File: config.mk
export PLATFORM = sky130hd
export DESIGN_NAME = meter_cmd_sequencer
export DESIGN_NICKNAME = d
export VERILOG_FILES = /design/src/rtl/meter_cmd_sequencer.sv
export SDC_FILE = /design/constraint.sdc
export NUM_CORES = 1
export LEC_CHECK = 0
export ABC_AREA = 1
export ABC_CLOCK_PERIOD_IN_PS = 1800
export BUFFER_PORTS_ARGS = -buffer_cell sky130_fd_sc_hd__clkbuf_2
export CAP_MARGIN = 20
export CORE_UTILIZATION = 25
export DETAILED_ROUTE_END_ITERATION = 12
export PLACE_DENSITY = 0.41
export SLEW_MARGIN = 30
export SYNTH_ARGS = -nofsm -noshare
export SYNTH_HDL_FRONTEND = slang
export SYNTH_SLANG_ARGS = --single-unit
File: constraint.sdc
create_clock -name clk -period 1.8 [get_ports clk]
set_input_delay 0.18 -clock clk [delete_from_list [all_inputs] [get_ports clk]]
set_output_delay 0.18 -clock clk [all_outputs]
set_load 0.01 [all_outputs]
File: src/rtl/meter_cmd_sequencer.sv
// Parking meter front end: edge-detects buttons, generates the 1 s tick, queues
// events and issues one ADD/LOAD/DEC command at a time over valid/ready.
module meter_cmd_sequencer #(
  parameter int unsigned TICKS_PER_SEC = 50,
  parameter int unsigned VAL_W         = 14,
  parameter int unsigned AMT1          = 60,
  parameter int unsigned AMT2          = 120,
  parameter int unsigned AMT3          = 180,
  parameter int unsigned AMT4          = 300,
  parameter int unsigned LOAD1         = 15,
  parameter int unsigned LOAD2         = 150
) (
  input  logic             clk,
  input  logic             rst,
  input  logic             add1,
  input  logic             add2,
  input  logic             add3,
  input  logic             add4,
  input  logic             rst1,
  input  logic             rst2,
  input  logic             cmd_ready,
  output logic             cmd_valid,
  output logic [1:0]       cmd_op,
  output logic [VAL_W-1:0] cmd_value,
  output logic             drop_err,
  output logic             tick_ovr,
  output logic             busy
);

  localparam int unsigned TCW = (TICKS_PER_SEC > 2) ? $clog2(TICKS_PER_SEC) : 1;
  localparam logic [1:0] OP_ADD  = 2'b00;
  localparam logic [1:0] OP_LOAD = 2'b01;
  localparam logic [1:0] OP_DEC  = 2'b10;

  logic [5:0]       btn, btn_q, press;
  logic [TCW-1:0]   tick_cnt;
  logic             tick_evt, tick_pend, tick_n;
  logic [3:0][1:0]  add_cnt, add_n;
  logic             load1_p, load2_p, load1_n, load2_n;
  logic             slot, flush, drop_n, busy_n;
  logic             g_l1, g_l2, g_tick;
  logic [3:0]       g_add;
  logic             valid_n;
  logic [1:0]       op_n;
  logic [VAL_W-1:0] val_n;

  assign btn      = {rst2, rst1, add4, add3, add2, add1};
  assign press    = btn & ~btn_q;
  assign tick_evt = (tick_cnt == TCW'(TICKS_PER_SEC - 1));

  // Grant, queue update and next command
  always_comb begin
    slot   = !cmd_valid || cmd_ready;
    g_l1   = 1'b0;
    g_l2   = 1'b0;
    g_tick = 1'b0;
    g_add  = 4'b0;
    if (slot) begin
      if (load1_p)              g_l1     = 1'b1;
      else if (load2_p)         g_l2     = 1'b1;
      else if (tick_pend)       g_tick   = 1'b1;
      else if (add_cnt[3] != 0) g_add[3] = 1'b1;
      else if (add_cnt[2] != 0) g_add[2] = 1'b1;
      else if (add_cnt[1] != 0) g_add[1] = 1'b1;
      else if (add_cnt[0] != 0) g_add[0] = 1'b1;
    end

    flush  = press[4] | press[5];
    drop_n = 1'b0;
    add_n  = add_cnt;
    for (int i = 0; i < 4; i++) begin
      if (flush) begin
        add_n[i] = 2'd0;
      end else if (press[i] && !g_add[i]) begin
        if (add_cnt[i] == 2'd3) drop_n   = 1'b1;
        else                    add_n[i] = add_cnt[i] + 2'd1;
      end else if (g_add[i] && !press[i]) begin
        add_n[i] = add_cnt[i] - 2'd1;
      end
    end

    // rst1 wins when both reset buttons rise together
    if (press[4])      load1_n = 1'b1;
    else if (press[5]) load1_n = 1'b0;
    else               load1_n = load1_p & ~g_l1;
    if (press[4])      load2_n = 1'b0;
    else if (press[5]) load2_n = 1'b1;
    else               load2_n = load2_p & ~g_l2;

    tick_n = tick_evt | (tick_pend & ~g_tick);

    valid_n = cmd_valid;
    op_n    = cmd_op;
    val_n   = cmd_value;
    if (slot) begin
      valid_n = g_l1 | g_l2 | g_tick | (|g_add);
      if (g_l1)          begin op_n = OP_LOAD; val_n = VAL_W'(LOAD1); end
      else if (g_l2)     begin op_n = OP_LOAD; val_n = VAL_W'(LOAD2); end
      else if (g_tick)   begin op_n = OP_DEC;  val_n = VAL_W'(1);     end
      else if (g_add[3]) begin op_n = OP_ADD;  val_n = VAL_W'(AMT4);  end
      else if (g_add[2]) begin op_n = OP_ADD;  val_n = VAL_W'(AMT3);  end
      else if (g_add[1]) begin op_n = OP_ADD;  val_n = VAL_W'(AMT2);  end
      else if (g_add[0]) begin op_n = OP_ADD;  val_n = VAL_W'(AMT1);  end
    end

    busy_n = valid_n | tick_n | load1_n | load2_n | (|add_n);
  end

  always_ff @(posedge clk) begin
    if (rst) begin
      btn_q     <= '0;
      tick_cnt  <= '0;
      tick_pend <= 1'b0;
      add_cnt   <= '0;
      load1_p   <= 1'b0;
      load2_p   <= 1'b0;
      cmd_valid <= 1'b0;
      cmd_op    <= 2'b00;
      cmd_value <= '0;
      drop_err  <= 1'b0;
      tick_ovr  <= 1'b0;
      busy      <= 1'b0;
    end else begin
      btn_q     <= btn;
      tick_cnt  <= tick_evt ? '0 : tick_cnt + TCW'(1);
      tick_pend <= tick_n;
      add_cnt   <= add_n;
      load1_p   <= load1_n;
      load2_p   <= load2_n;
      cmd_valid <= valid_n;
      cmd_op    <= op_n;
      cmd_value <= val_n;
      drop_err  <= drop_n;
      if (tick_evt && tick_pend) tick_ovr <= 1'b1;
      busy      <= busy_n;
    end
  end

endmodule

==> results.sh <==
export IMPL_root_buffer="clkbuf_8"
export IMPL_reg2reg_setup_slack_ns=0.08
export IMPL_overflow=0
export IMPL_routed_wl_mm=4.82
export IMPL_path_buf_inv=2
export IMPL_numCtsBuffers=5
export IMPL_max_stage_delay_ns=0.34
export IMPL_synth_top_family_by_area="simple AND/OR/NAND/NOR gates"
export IMPL_crit_path_cell_trace="inv_1 -> ha_1 -> nor2_2 -> nand3_2 -> o21bai_1 -> nand2_1 -> nor2_2 -> nor2_1 -> nor2_1 -> nand3_1 -> nand2_1 -> inv_1"
export IMPL_instances_no_fill=441
export IMPL_synth_simple_gate_area_share_pct=35.0
export IMPL_syn_area_um2=2030
export IMPL_ir_worst_vdd_mv=0.323
export IMPL_regToRegEndpoint="busy"
export IMPL_fin_util_pct=33.6
export IMPL_path_class="register to register"
export IMPL_met3_usage_pct=2.74
export IMPL_synthArstFlopShare_pct=0
export IMPL_skew_ns=0.00780
export IMPL_crit_family="simple AND/OR/NAND/NOR gates"
export IMPL_cts_sinks=37
export IMPL_seq_area_frac_synth_pct=36.5
export IMPL_h_tree_depth=2
export IMPL_clock_path_buffers=2
export IMPL_wl_per_cell_um=10.9
export IMPL_synth_xor_area_share_pct=0.862
export IMPL_antenna_found_initial=0
export IMPL_synth_most_common_cell="nand2_1"
export IMPL_status="finished clean"
export IMPL_die_w_um=92.2
export IMPL_hold_end="btn_q[5]"
export IMPL_timing_fmax_ghz=0.581
export IMPL_num_antenna_cells=0
export IMPL_crit_arrival_ns=1.92
export IMPL_netlist_instances=286
export IMPL_min_path_cells=3
export IMPL_cp_start_kind="register"
export IMPL_yosys_area_top_type="dfxtp_1"
export IMPL_netlist_top_cells_area="dfxtp_1 (36%), ha_1 (10%), nand2_1 (10%)"
export IMPL_fin_tns_setup_ns=0
export IMPL_grt_pass1_wl_mm=8.02
export IMPL_fin_crit_sh_pct=95.6
export IMPL_placed_cells=426
export IMPL_crit_fanout=2
export IMPL_min_period_ns=1.72
export IMPL_synthAdderAreaFrac_pct=10.5
export IMPL_ys_top_cells_by_count="nand2_1 (54), nor2_1 (45), inv_1 (44), dfxtp_1 (37), nand3_1 (29)"
export IMPL_clk_pin_slew_ns=0.08
export IMPL_synth_mux_area_fraction_pct=0
export IMPL_grt_use_met2_pct=19.0
export IMPL_initial_core_util_pct=26.0
export IMPL_dp_hpwl_mm=3.69
export IMPL_critPathSlowestCell="dfxtp_1"
export IMPL_drv_slew=0
export IMPL_syn_area_per_cell_um2=7.10
export IMPL_p_leak_nw=1.29
export IMPL_busiest_layer="met2"
export IMPL_hp_class="input pin to register"
export IMPL_area_growth_pct=29.1
export IMPL_drcViolationCount=0
export IMPL_setup_ws_ns=0.0793
export IMPL_crit_path_end_kind="register"
export IMPL_rsz0062_at_grt="true"
export IMPL_stdcell_area_um2=2620
export IMPL_cp_data_required_time_ns=2.00
export IMPL_dr_total_vias=1837
export IMPL_ant_nets=0
export IMPL_grt_pass1_vias=1688
export IMPL_synth_ff_type="dfxtp_1"
export IMPL_cts_tree="built"
export IMPL_drive_above_1_share_pct=30.1
export IMPL_grt_start_max_net_pins=25
export IMPL_yosys_warnings=0
export IMPL_port_buffers=23
export IMPL_hp_start="rst2"
export IMPL_power_density_nw_per_um2=789
export IMPL_r2r_start="add_cnt[0]"
export IMPL_dr_pass1_iters=4
export IMPL_vias_per_cell=4.17
export IMPL_drt_iter0_drc=46
export IMPL_maxCapViolations=0
export IMPL_synth_cell_types=30
export IMPL_final_nets=364
export IMPL_synth_compound_area_share_pct=5.42
export IMPL_track_usage_pct=12.3
export IMPL_cp_depth=12
export IMPL_synth_edf_count=0
export IMPL_post_place_ws_ns=-0.0434
export IMPL_clkLatencyLatePin_ns=0.29
export IMPL_row_count=32
export IMPL_io_pins=29
export IMPL_place_area_um2=2380
export IMPL_r2r_cells=12
export IMPL_die_y_um=92.2
export IMPL_gp_congestion=0.775
export IMPL_num_fill_cells=853
export IMPL_dieArea_um2=8490
export IMPL_core_area_um2=7810
export IMPL_setup_viol=0
export IMPL_synth_top_area_share_pct=36.5
export IMPL_ys_ff_latch=37
export IMPL_met1_usage_pct=16.8
export IMPL_hold_viol=0
==> registers in the layout, indices dropped and copies added, names as in the netlist, 2 cells and up <==
signal / count
cmd_value: 8
btn_q: 6
tick_cnt: 6
cmd_op: 2
add_cnt: 8
==> layout make-up <==
type	count	area [um^2]	area share, %
Clock buffer	6	82.6	3.15
Clock inverter	2	13.8	0.525
Inverter	47	179	6.82
Multi-Input combinational cell	197	1160	44.1
Sequential cell	37	744	28.4
Tap cell	102	128	4.87
Timing Repair Buffer	50	318	12.1
==> cells by family after synthesis <==
group,Yosys count
simple gates,154
compound gates,19
other cells,1
flops,37
xor+xnor,2
fa+ha+maj,17
buf+inv,56
==> repair_timing <==
item / 4_1_cts / 5_1_grt
pin swaps: 0 / 13
buffers inserted: 0 / 7
setup endpoints to repair: 1 / 7
resized for setup: 2 / 29
hold buffers: 0 / 0
==> through the flow <==
stage          power [mW]  hold slack [ns]
2_1_floorplan        1.24            0.287
3_3_place_gp         1.41            0.394
3_5_place_dp         1.41            0.395
4_1_cts              2.06           0.0784
5_1_grt              2.21           0.0950
6_report             2.07           0.0874
==> worst register-to-register path, delay by kind of cell, from the launching register on <==
| family | cells | cell delay, ns |
|---|---|---|
| buf+inv | 2 | 0.10 |
| flops | 1 | 0.34 |
| compound gates | 1 | 0.23 |
| fa+ha+maj | 1 | 0.22 |
| simple gates | 8 | 0.76 |
==> worst max-delay path by stage <==
stage	to	slack [ns]	from
3_3_place_gp	busy	-0.06	add_cnt[7]
6_report	busy	0.08	add_cnt[0]
2_1_floorplan	busy	0.20	add_cnt[6]
5_1_grt	busy	-0.07	add_cnt[4]
4_1_cts	busy	0.007	add_cnt[7]
3_5_place_dp	busy	-0.04	add_cnt[7]
==> where the power goes <==
group          internal (mW)  total, mW  switching [mW]
Sequential             0.878      0.915          0.0371
Combinational          0.214      0.522           0.308
Clock                  0.311      0.632           0.321
==> layout by cell type, fill, tap and decap left out, types with 2 or more instances in the layout <==
cell type	synthesis	final
nor2_2	3	6
o21ai_0	4	4
conb_1	1	5
clkbuf_2	0	23
nand3_2	2	4
nand2_4	1	2
ha_1	17	14
nor2_4	4	7
inv_1	44	39
inv_2	2	7
nand3b_1	2	2
buf_4	6	27
a21oi_1	8	8
nor3_1	4	4
a31oi_1	3	3
ha_4	0	2
dfxtp_2	0	3
nand3_1	29	27
nand2_2	6	11
nand4_1	3	3
nor2_1	45	39
nand2_1	54	48
clkbuf_8	0	6
dfxtp_1	37	34
==> metal layers <==
| layer | share of wire (%) | up-vias |
|---|---|---|
| li1 | - | 985 |
| met1 | 52 | 812 |
| met2 | 43 | 34 |
| met3 | 3.3 | 6 |
| met4 | 1.6 | 0 |
| met5 | 0 | - |
Power figures use the tool's default switching activity.
